$ cat src/rtl/mult_issue_arbiter.sv
// -----------------------------------------------------------------------------
// mult_issue_arbiter
//
// Shares one pipelined MULT execution unit between N_REQ reservation-station
// requesters. Each cycle one requester is selected and its operands are
// forwarded to the MULT. A credit counter caps the number of issued but
// unreturned ops, so the MULT output spill cell can never overflow. A tag FIFO
// records the issuing requester of every op so that each in-order MULT result
// is routed back to the requester that issued it.
//
// Optional feature macro: MULT_ARB_FIXED_PRIO_EN
//   defined   -> fixed priority arbitration, lowest index wins (no rr pointer)
//   undefined -> round-robin arbitration starting from rr_ptr (default)
//   The grant lock during a MULT stall applies in both modes.
//
// Ports
//   clk_i, rst_i        clock, asynchronous active-high reset
//   flush_i             pipeline flush (drops all in-flight bookkeeping)
//   req_valid_i/ready_o per-requester issue handshake
//   req_ctl_i, req_rob_idx_i, req_rs1_i, req_rs2_i
//                       per-requester operands, packed requester 0 in the LSBs
//   rsp_valid_o/ready_i per-requester result handshake
//   rsp_rob_idx_o, rsp_result_o, rsp_except_o
//                       shared result bus toward the requesters
//   mu_valid_o/ready_i  issue handshake toward the MULT
//   mu_ctl_o, mu_rob_idx_o, mu_rs1_o, mu_rs2_o
//                       operands of the granted requester
//   mu_valid_i/ready_o  result handshake from the MULT
//   mu_rob_idx_i, mu_result_i, mu_except_i
//                       MULT result fields
//   mu_flush_o          flush forwarded to the MULT pipeline
//
// Parameters
//   N_REQ        number of requesters (>= 2)
//   MAX_INFLIGHT credit limit and tag FIFO depth (power of 2, >= 2)
//   EU_CTL_LEN   MULT control field width
//   XLEN         data width
//   ROB_IDX_LEN  ROB index width
// -----------------------------------------------------------------------------
module mult_issue_arbiter #(
    parameter int N_REQ        = 2,
    parameter int MAX_INFLIGHT = 4,
    parameter int EU_CTL_LEN   = 4,
    parameter int XLEN         = 64,
    parameter int ROB_IDX_LEN  = 5
) (
    input  logic                          clk_i,
    input  logic                          rst_i,
    input  logic                          flush_i,

    input  logic [N_REQ-1:0]              req_valid_i,
    output logic [N_REQ-1:0]              req_ready_o,
    input  logic [N_REQ*EU_CTL_LEN-1:0]   req_ctl_i,
    input  logic [N_REQ*ROB_IDX_LEN-1:0]  req_rob_idx_i,
    input  logic [N_REQ*XLEN-1:0]         req_rs1_i,
    input  logic [N_REQ*XLEN-1:0]         req_rs2_i,

    output logic [N_REQ-1:0]              rsp_valid_o,
    input  logic [N_REQ-1:0]              rsp_ready_i,
    output logic [ROB_IDX_LEN-1:0]        rsp_rob_idx_o,
    output logic [XLEN-1:0]               rsp_result_o,
    output logic                          rsp_except_o,

    output logic                          mu_valid_o,
    input  logic                          mu_ready_i,
    output logic [EU_CTL_LEN-1:0]         mu_ctl_o,
    output logic [ROB_IDX_LEN-1:0]        mu_rob_idx_o,
    output logic [XLEN-1:0]               mu_rs1_o,
    output logic [XLEN-1:0]               mu_rs2_o,

    input  logic                          mu_valid_i,
    output logic                          mu_ready_o,
    input  logic [ROB_IDX_LEN-1:0]        mu_rob_idx_i,
    input  logic [XLEN-1:0]               mu_result_i,
    input  logic                          mu_except_i,

    output logic                          mu_flush_o
);

    localparam int ID_W  = (N_REQ > 1) ? $clog2(N_REQ) : 1;
    localparam int PTR_W = (MAX_INFLIGHT > 1) ? $clog2(MAX_INFLIGHT) : 1;
    localparam int CNT_W = $clog2(MAX_INFLIGHT + 1);

    logic [CNT_W-1:0] count_q;
    logic [PTR_W-1:0] wr_ptr_q;
    logic [PTR_W-1:0] rd_ptr_q;
    logic [ID_W-1:0]  tag_q [MAX_INFLIGHT];
    logic             lock_q;
    logic [ID_W-1:0]  lock_id_q;

    logic             active;
    logic             can_issue;
    logic             fifo_empty;
    logic             issue_hs;
    logic             ret_valid;
    logic             ret_hs;
    logic [ID_W-1:0]  pick;
    logic [ID_W-1:0]  winner;
    logic [ID_W-1:0]  head_id;

    // Reset and flush both silence every handshake combinationally, so the
    // MULT and the requesters never see a transfer that would be lost.
    assign active     = !rst_i && !flush_i;
    assign fifo_empty = (count_q == '0);
    assign can_issue  = active && (count_q < CNT_W'(MAX_INFLIGHT));
    assign head_id    = tag_q[rd_ptr_q];
    assign mu_flush_o = flush_i;

`ifdef MULT_ARB_FIXED_PRIO_EN
    // Fixed priority: scanning from the top down leaves the lowest valid
    // index as the final pick.
    always_comb begin
        pick = '0;
        for (int i = N_REQ - 1; i >= 0; i--) begin
            if (req_valid_i[i]) begin
                pick = ID_W'(i);
            end
        end
    end
`else
    logic [ID_W-1:0] rr_ptr_q;

    // Round-robin search starting at rr_ptr and wrapping modulo N_REQ. The
    // index is wrapped by subtraction so non power-of-2 N_REQ also works.
    function automatic logic [ID_W-1:0] rr_pick(input logic [N_REQ-1:0] valid,
                                                input logic [ID_W-1:0]  start);
        logic [ID_W-1:0] sel;
        logic            found;
        int              idx;
        sel   = start;
        found = 1'b0;
        for (int i = 0; i < N_REQ; i++) begin
            idx = int'(start) + i;
            if (idx >= N_REQ) begin
                idx = idx - N_REQ;
            end
            if (!found && valid[ID_W'(idx)]) begin
                sel   = ID_W'(idx);
                found = 1'b1;
            end
        end
        return sel;
    endfunction

    // Rotating pick for the current cycle.
    always_comb begin
        pick = rr_pick(req_valid_i, rr_ptr_q);
    end

    // The pointer only advances on an accepted issue, so a stalled grant
    // leaves the rotation order untouched. Flush deliberately keeps it.
    always_ff @(posedge clk_i or posedge rst_i) begin
        if (rst_i) begin
            rr_ptr_q <= '0;
        end else if (issue_hs) begin
            rr_ptr_q <= (winner == ID_W'(N_REQ - 1)) ? '0 : winner + ID_W'(1);
        end
    end
`endif

    // While the MULT stalls an offered op, the grant stays on the same
    // requester so the operands presented to the MULT cannot change.
    assign winner     = lock_q ? lock_id_q : pick;
    assign mu_valid_o = can_issue && (|req_valid_i);
    assign issue_hs   = mu_valid_o && mu_ready_i;

    // Granted operands; zero when nothing is offered so the bus is quiet in
    // reset and flush.
    always_comb begin
        mu_ctl_o     = '0;
        mu_rob_idx_o = '0;
        mu_rs1_o     = '0;
        mu_rs2_o     = '0;
        if (mu_valid_o) begin
            mu_ctl_o     = req_ctl_i[winner*EU_CTL_LEN +: EU_CTL_LEN];
            mu_rob_idx_o = req_rob_idx_i[winner*ROB_IDX_LEN +: ROB_IDX_LEN];
            mu_rs1_o     = req_rs1_i[winner*XLEN +: XLEN];
            mu_rs2_o     = req_rs2_i[winner*XLEN +: XLEN];
        end
    end

    // Return path: the FIFO head names the requester that owns the oldest
    // in-flight op, which is exactly the result the in-order MULT returns.
    assign ret_valid  = active && mu_valid_i && !fifo_empty;
    assign mu_ready_o = active && !fifo_empty && rsp_ready_i[head_id];
    assign ret_hs     = ret_valid && mu_ready_o;

    // Shared result bus, zero unless a result is actually being offered.
    always_comb begin
        rsp_rob_idx_o = '0;
        rsp_result_o  = '0;
        rsp_except_o  = 1'b0;
        if (ret_valid) begin
            rsp_rob_idx_o = mu_rob_idx_i;
            rsp_result_o  = mu_result_i;
            rsp_except_o  = mu_except_i;
        end
    end

    // One-hot decode of the issue acknowledge and the result valid.
    always_comb begin
        req_ready_o = '0;
        rsp_valid_o = '0;
        for (int i = 0; i < N_REQ; i++) begin
            if (issue_hs && (winner == ID_W'(i))) begin
                req_ready_o[i] = 1'b1;
            end
            if (ret_valid && (head_id == ID_W'(i))) begin
                rsp_valid_o[i] = 1'b1;
            end
        end
    end

    // Credit counter and tag FIFO. The counter doubles as the FIFO
    // occupancy, so a freed credit is only visible the cycle after the
    // return (no same-cycle bypass into can_issue).
    always_ff @(posedge clk_i or posedge rst_i) begin
        if (rst_i) begin
            count_q  <= '0;
            wr_ptr_q <= '0;
            rd_ptr_q <= '0;
            for (int i = 0; i < MAX_INFLIGHT; i++) begin
                tag_q[i] <= '0;
            end
        end else if (flush_i) begin
            count_q  <= '0;
            wr_ptr_q <= '0;
            rd_ptr_q <= '0;
        end else begin
            if (issue_hs) begin
                tag_q[wr_ptr_q] <= winner;
                wr_ptr_q <= (wr_ptr_q == PTR_W'(MAX_INFLIGHT - 1)) ? '0 : wr_ptr_q + PTR_W'(1);
            end
            if (ret_hs) begin
                rd_ptr_q <= (rd_ptr_q == PTR_W'(MAX_INFLIGHT - 1)) ? '0 : rd_ptr_q + PTR_W'(1);
            end
            case ({issue_hs, ret_hs})
                2'b10:   count_q <= count_q + CNT_W'(1);
                2'b01:   count_q <= count_q - CNT_W'(1);
                default: count_q <= count_q;
            endcase
        end
    end

    // Grant lock: armed when an offered op is not taken, released on the
    // accepting handshake or a flush.
    always_ff @(posedge clk_i or posedge rst_i) begin
        if (rst_i) begin
            lock_q    <= 1'b0;
            lock_id_q <= '0;
        end else if (flush_i || issue_hs) begin
            lock_q    <= 1'b0;
        end else if (mu_valid_o) begin
            lock_q    <= 1'b1;
            lock_id_q <= winner;
        end
    end

    // A MULT result with no recorded owner means the MULT and this arbiter
    // disagree on what is in flight.
    p_no_orphan_result: assert property (@(posedge clk_i) disable iff (rst_i)
        !(mu_valid_i && fifo_empty && !flush_i));

endmodule

$ cat config.mk
export PLATFORM = sky130hd
export DESIGN_NAME = mult_issue_arbiter
export DESIGN_NICKNAME = d
export VERILOG_FILES = /design/src/rtl/mult_issue_arbiter.sv
export SDC_FILE = /design/constraint.sdc
export NUM_CORES = 1
export LEC_CHECK = 0
export CORE_AREA = 5 5 215 217
export DETAILED_ROUTE_END_ITERATION = 6
export DIE_AREA = 0 0 220 222
export SETUP_SLACK_MARGIN = 0.15
export SYNTH_ARGS = -nofsm -noshare
export SYNTH_HDL_FRONTEND = slang
export SYNTH_SLANG_ARGS = --single-unit
$ cat constraint.sdc
create_clock -name clk_i -period 2.1 [get_ports clk_i]
set_input_delay 0.21 -clock clk_i [delete_from_list [all_inputs] [get_ports clk_i]]
set_output_delay 0.21 -clock clk_i [all_outputs]
set_load 0.05 [all_outputs]
==> out/qor.log <==
qor: critical_path.cp-start-kind flip-flop
qor: global_route.grt_remaining_overflow 0
qor: critical_path.crit_path_cell_trace mux4_2 -> mux2i_1 -> nor2b_1 -> and2_4 -> fa_2 -> mux2_4
qor: cells_and_area.n_antenna_cell 0
qor: detailed_routing.routed-via-count 6972
qor: clock_tree.cts_buffer_depth 2
qor: critical_path.timing.critical_path.fanout_max 2
qor: synthesis.syn_avg_cell_area 5.24 um2
qor: global_route.grtUsageTotal 13.2%
qor: sta.maxSlewViolCount 0
qor: floorplanning.io_pins 567
qor: floorplanning.initial_utilization 7.29%
qor: critical_path.cp_num_buf_inv 0
qor: detailed_routing.ant_nets 0
qor: sta.hold_viol_final 0
qor: critical_path.cpMaxStageDelayCell sky130_fd_sc_hd__mux4_2
qor: cells_and_area.final_design_utilization 37.7%
qor: power_and_ir_drop.vdd.ir_drop.worst 0.397 mV
qor: clock_tree.cts_hold_repair.buffers 0
qor: synthesis.netlist_instances 611
qor: global_route.first_global_vias 7890
qor: run_status.violations_in_the_final_reports negative setup slack
qor: critical_path.timing.reg2reg.setup_slack -0.12 ns
qor: synthesis.share_of_flip_flops_with_an_asynchronous_set_or_reset 100%
qor: clock_tree.clock_transition_time_at_the_flip_flop_clock_pins_of_the_worst_setup_and_hold_paths 0.05 ns
qor: synthesis.synth_ff_type sky130_fd_sc_hd__dfrtp_1
qor: global_route.antenna_violations_before_repair 1
qor: placement.place_worst_setup_slack -0.157 ns
qor: critical_path.worst-r2r-cell-count 6
qor: sta.setup_viol 50
qor: floorplanning.fp.dieH 222 um
qor: cells_and_area.final_common_cell sky130_fd_sc_hd__clkdlybuf4s50_1
qor: cells_and_area.fillCellCount 4126
qor: clock_tree.cts_tree yes
qor: cells_and_area.nets 1622
qor: sta.fin_worst_skew 0.00196 ns
qor: critical_path.critPathTopFamily multiplexers
qor: clock_tree.h-tree-depth 1
qor: detailed_routing.vias_per_cell 3.76
qor: detailed_routing.avgRoutedWirePerCell 18.9 um
qor: sta.final.period_utilization 106%
qor: job.timing.max_cap.violations 0
qor: clock_tree.clock-sinks 14
qor: detailed_routing.maxUsedRoutingLayer met5
qor: cells_and_area.area_growth_syn_to_layout 416%
qor: sta.setup-tns-final -1.87 ns
qor: global_route.largest_net_degree_at_the_start_of_global_routing 29
qor: sta.fmax 0.450 GHz
qor: critical_path.critical_path.max_stage_delay 0.55 ns
qor: critical_path.cp_num_cells 6
qor: placement.place.gp.congestion 0.898
qor: placement.io_buffer_count 566
qor: cells_and_area.commonest_cells_after_routing_fill_and_taps_aside sky130_fd_sc_hd__clkdlybuf4s50_1, sky130_fd_sc_hd__buf_12, sky130_fd_sc_hd__nand2_4
qor: sta.min_period 2.22 ns
qor: detailed_routing.met1_length 12400 um
qor: cells_and_area.share_of_final_layout_standard_cells_stronger_than_drive_strength_1 62.6%
qor: critical_path.capturing_element_type_of_the_critical_path flip-flop
qor: detailed_routing.drc 0
qor: sta.hold_slack 0.364 ns
qor: power_and_ir_drop.power.density_cell_area 577 mW/mm2
qor: synthesis.synth_fp_nets 970
qor: clock_tree.clockRootBuffer sky130_fd_sc_hd__clkbuf_16
qor: synthesis.yosysWarnings 0
qor: clock_tree.worst_skew_late_latency 0.24 ns
qor: detailed_routing.drt_pre_antenna_iters 4
qor: floorplanning.floorplan.die_area 0.0488 mm2
qor: critical_path.crit_type flip-flop to flip-flop
qor: clock_tree.numCtsBuffers 3
qor: placement.hpwl_detailed 24300 um
qor: critical_path.critical_path.reg2reg.startpoint rd_ptr_q[1]
qor: sta.worst_max_slew_pin_slew 0.557 ns
qor: detailed_routing.detail_route.iter0.violations 183
qor: floorplanning.fp.dieW 220 um
qor: detailed_routing.met2_length 18900 um
qor: floorplanning.placeableCoreArea 0.0439 mm2
qor: critical_path.required 2.23 ns
qor: critical_path.rr_endpoint count_q[1]
qor: synthesis.synth_seq_area_share 10.9%
qor: worst_hold_path.timing.hold.worst.class primary input to asynchronous set/reset pin
qor: synthesis.synth.ff_latch_count 14
qor: sta.unrepaired_setup_endpoints_after_global_routing yes
qor: sta.fin_ws -0.123 ns
qor: synthesis.ys_types 35
qor: floorplanning.row_count 77
qor: power_and_ir_drop.cellLeakagePower 6.64 nW
qor: global_route.grt_pass1_wl 49700 um
qor: synthesis.netlist_area 0.00320 mm2
qor: critical_path.cp.arrival 2.35 ns
qor: detailed_routing.total_detailed_routing_wirelength 35100 um
qor: detailed_routing.met3WireLength 2430 um
qor: run_status.run_status finished, violations left
qor: sta.slew_headroom 62.8%
qor: synthesis.synth_enable_flop_cells 0
==> through the flow <==
stage | instance area (um2) | power [mW] | std cells
after floorplan | 4550 | 3.07 | 611
after detailed placement | 12800 | 5.32 | 1773
final | 16500 | 9.55 | 1853
after global placement | 12800 | 5.27 | 1773
after global routing | 16500 | 9.96 | 1853
after CTS | 16000 | 9.15 | 1847
==> routing by layer <==
metal / global-route usage [%] / up-vias
li1: - / 3288
met1: 14.2 / 3272
met2: 25.2 / 347
met3: 2.94 / 63
met4: 4.51 / 2
met5: 0 / -
==> where the power goes <==
group	leakage [nW]	internal, mW	switching, mW	total [mW]
Clock	0.0370	0.249	0.109	0.358
Combinational	6.42	4.39	4.45	8.84
Sequential	0.182	0.313	0.0400	0.353
==> repair_timing <==
| item | 4_1_cts | 5_1_grt |
|---|---|---|
| pin swaps | 179 | 110 |
| setup buffers | 44 | 6 |
| gates cloned | 27 | 1 |
| setup endpoints to repair | 203 | 209 |
| resized for setup | 567 | 108 |
==> state kept, by name (all words and copies together) (netlist names) <==
name,flops
tag_q,4
rd_ptr_q,2
count_q,3
rr_ptr_q,1
wr_ptr_q,2
lock_q,1
lock_id_q,1
==> synthesized netlist by cell type, types with 3 or more instances <==
| cell type | instances | area [um2] |
|---|---|---|
| sky130_fd_sc_hd__clkbuf_1 | 50 | 188 |
| sky130_fd_sc_hd__buf_2 | 3 | 15.0 |
| sky130_fd_sc_hd__inv_1 | 6 | 22.5 |
| sky130_fd_sc_hd__mux2i_1 | 5 | 50.1 |
| sky130_fd_sc_hd__and2_1 | 71 | 444 |
| sky130_fd_sc_hd__nand2_1 | 275 | 1030 |
| sky130_fd_sc_hd__ha_1 | 5 | 62.6 |
| sky130_fd_sc_hd__nor2_1 | 7 | 26.3 |
| sky130_fd_sc_hd__a31oi_1 | 4 | 25.0 |
| sky130_fd_sc_hd__dfrtp_1 | 14 | 350 |
| sky130_fd_sc_hd__a21oi_1 | 142 | 711 |
==> tightest hold or removal path: stages <==
cell and delay (ns):
sky130_fd_sc_hd__dlygate4sd2_1 0.28, sky130_fd_sc_hd__buf_4 0.16, sky130_fd_sc_hd__inv_1 0.41
==> cell families after synthesis <==
group,count (synthesis),synth area share (%)
AO/OA/AOI/OAI,152,24.4
buffers and inverters,63,7.85
flip-flops,14,10.9
adder cells (fa/ha/maj),6,2.58
AND/OR/NAND/NOR,366,49.9
multiplexers,9,3.44
XOR/XNOR,1,0.859
==> worst max path at each step <==
| stage | start | endpoint | slack [ns] |
|---|---|---|---|
| finish | rd_ptr_q[1] | count_q[1] | -0.12 |
| global route | rd_ptr_q[1] | count_q[1] | -0.19 |
| CTS | rd_ptr_q[1] | count_q[1] | -0.13 |
| detailed placement | rd_ptr_q[1] | count_q[1] | -0.16 |
| global placement | rst_i | count_q[1] | -0.12 |
| floorplan | rd_ptr_q[1] | count_q[1] | -0.16 |
==> layout make-up <==
class	instances	area, um2	area share, %
clock buffers	3	75.1	0.454
inverters	6	22.5	0.136
multi-input cells	534	5740	34.7
flip-flops and latches	14	353	2.13
well taps	592	741	4.48
repair buffers	704	9620	58.1
(Power assumes the default switching activity.)
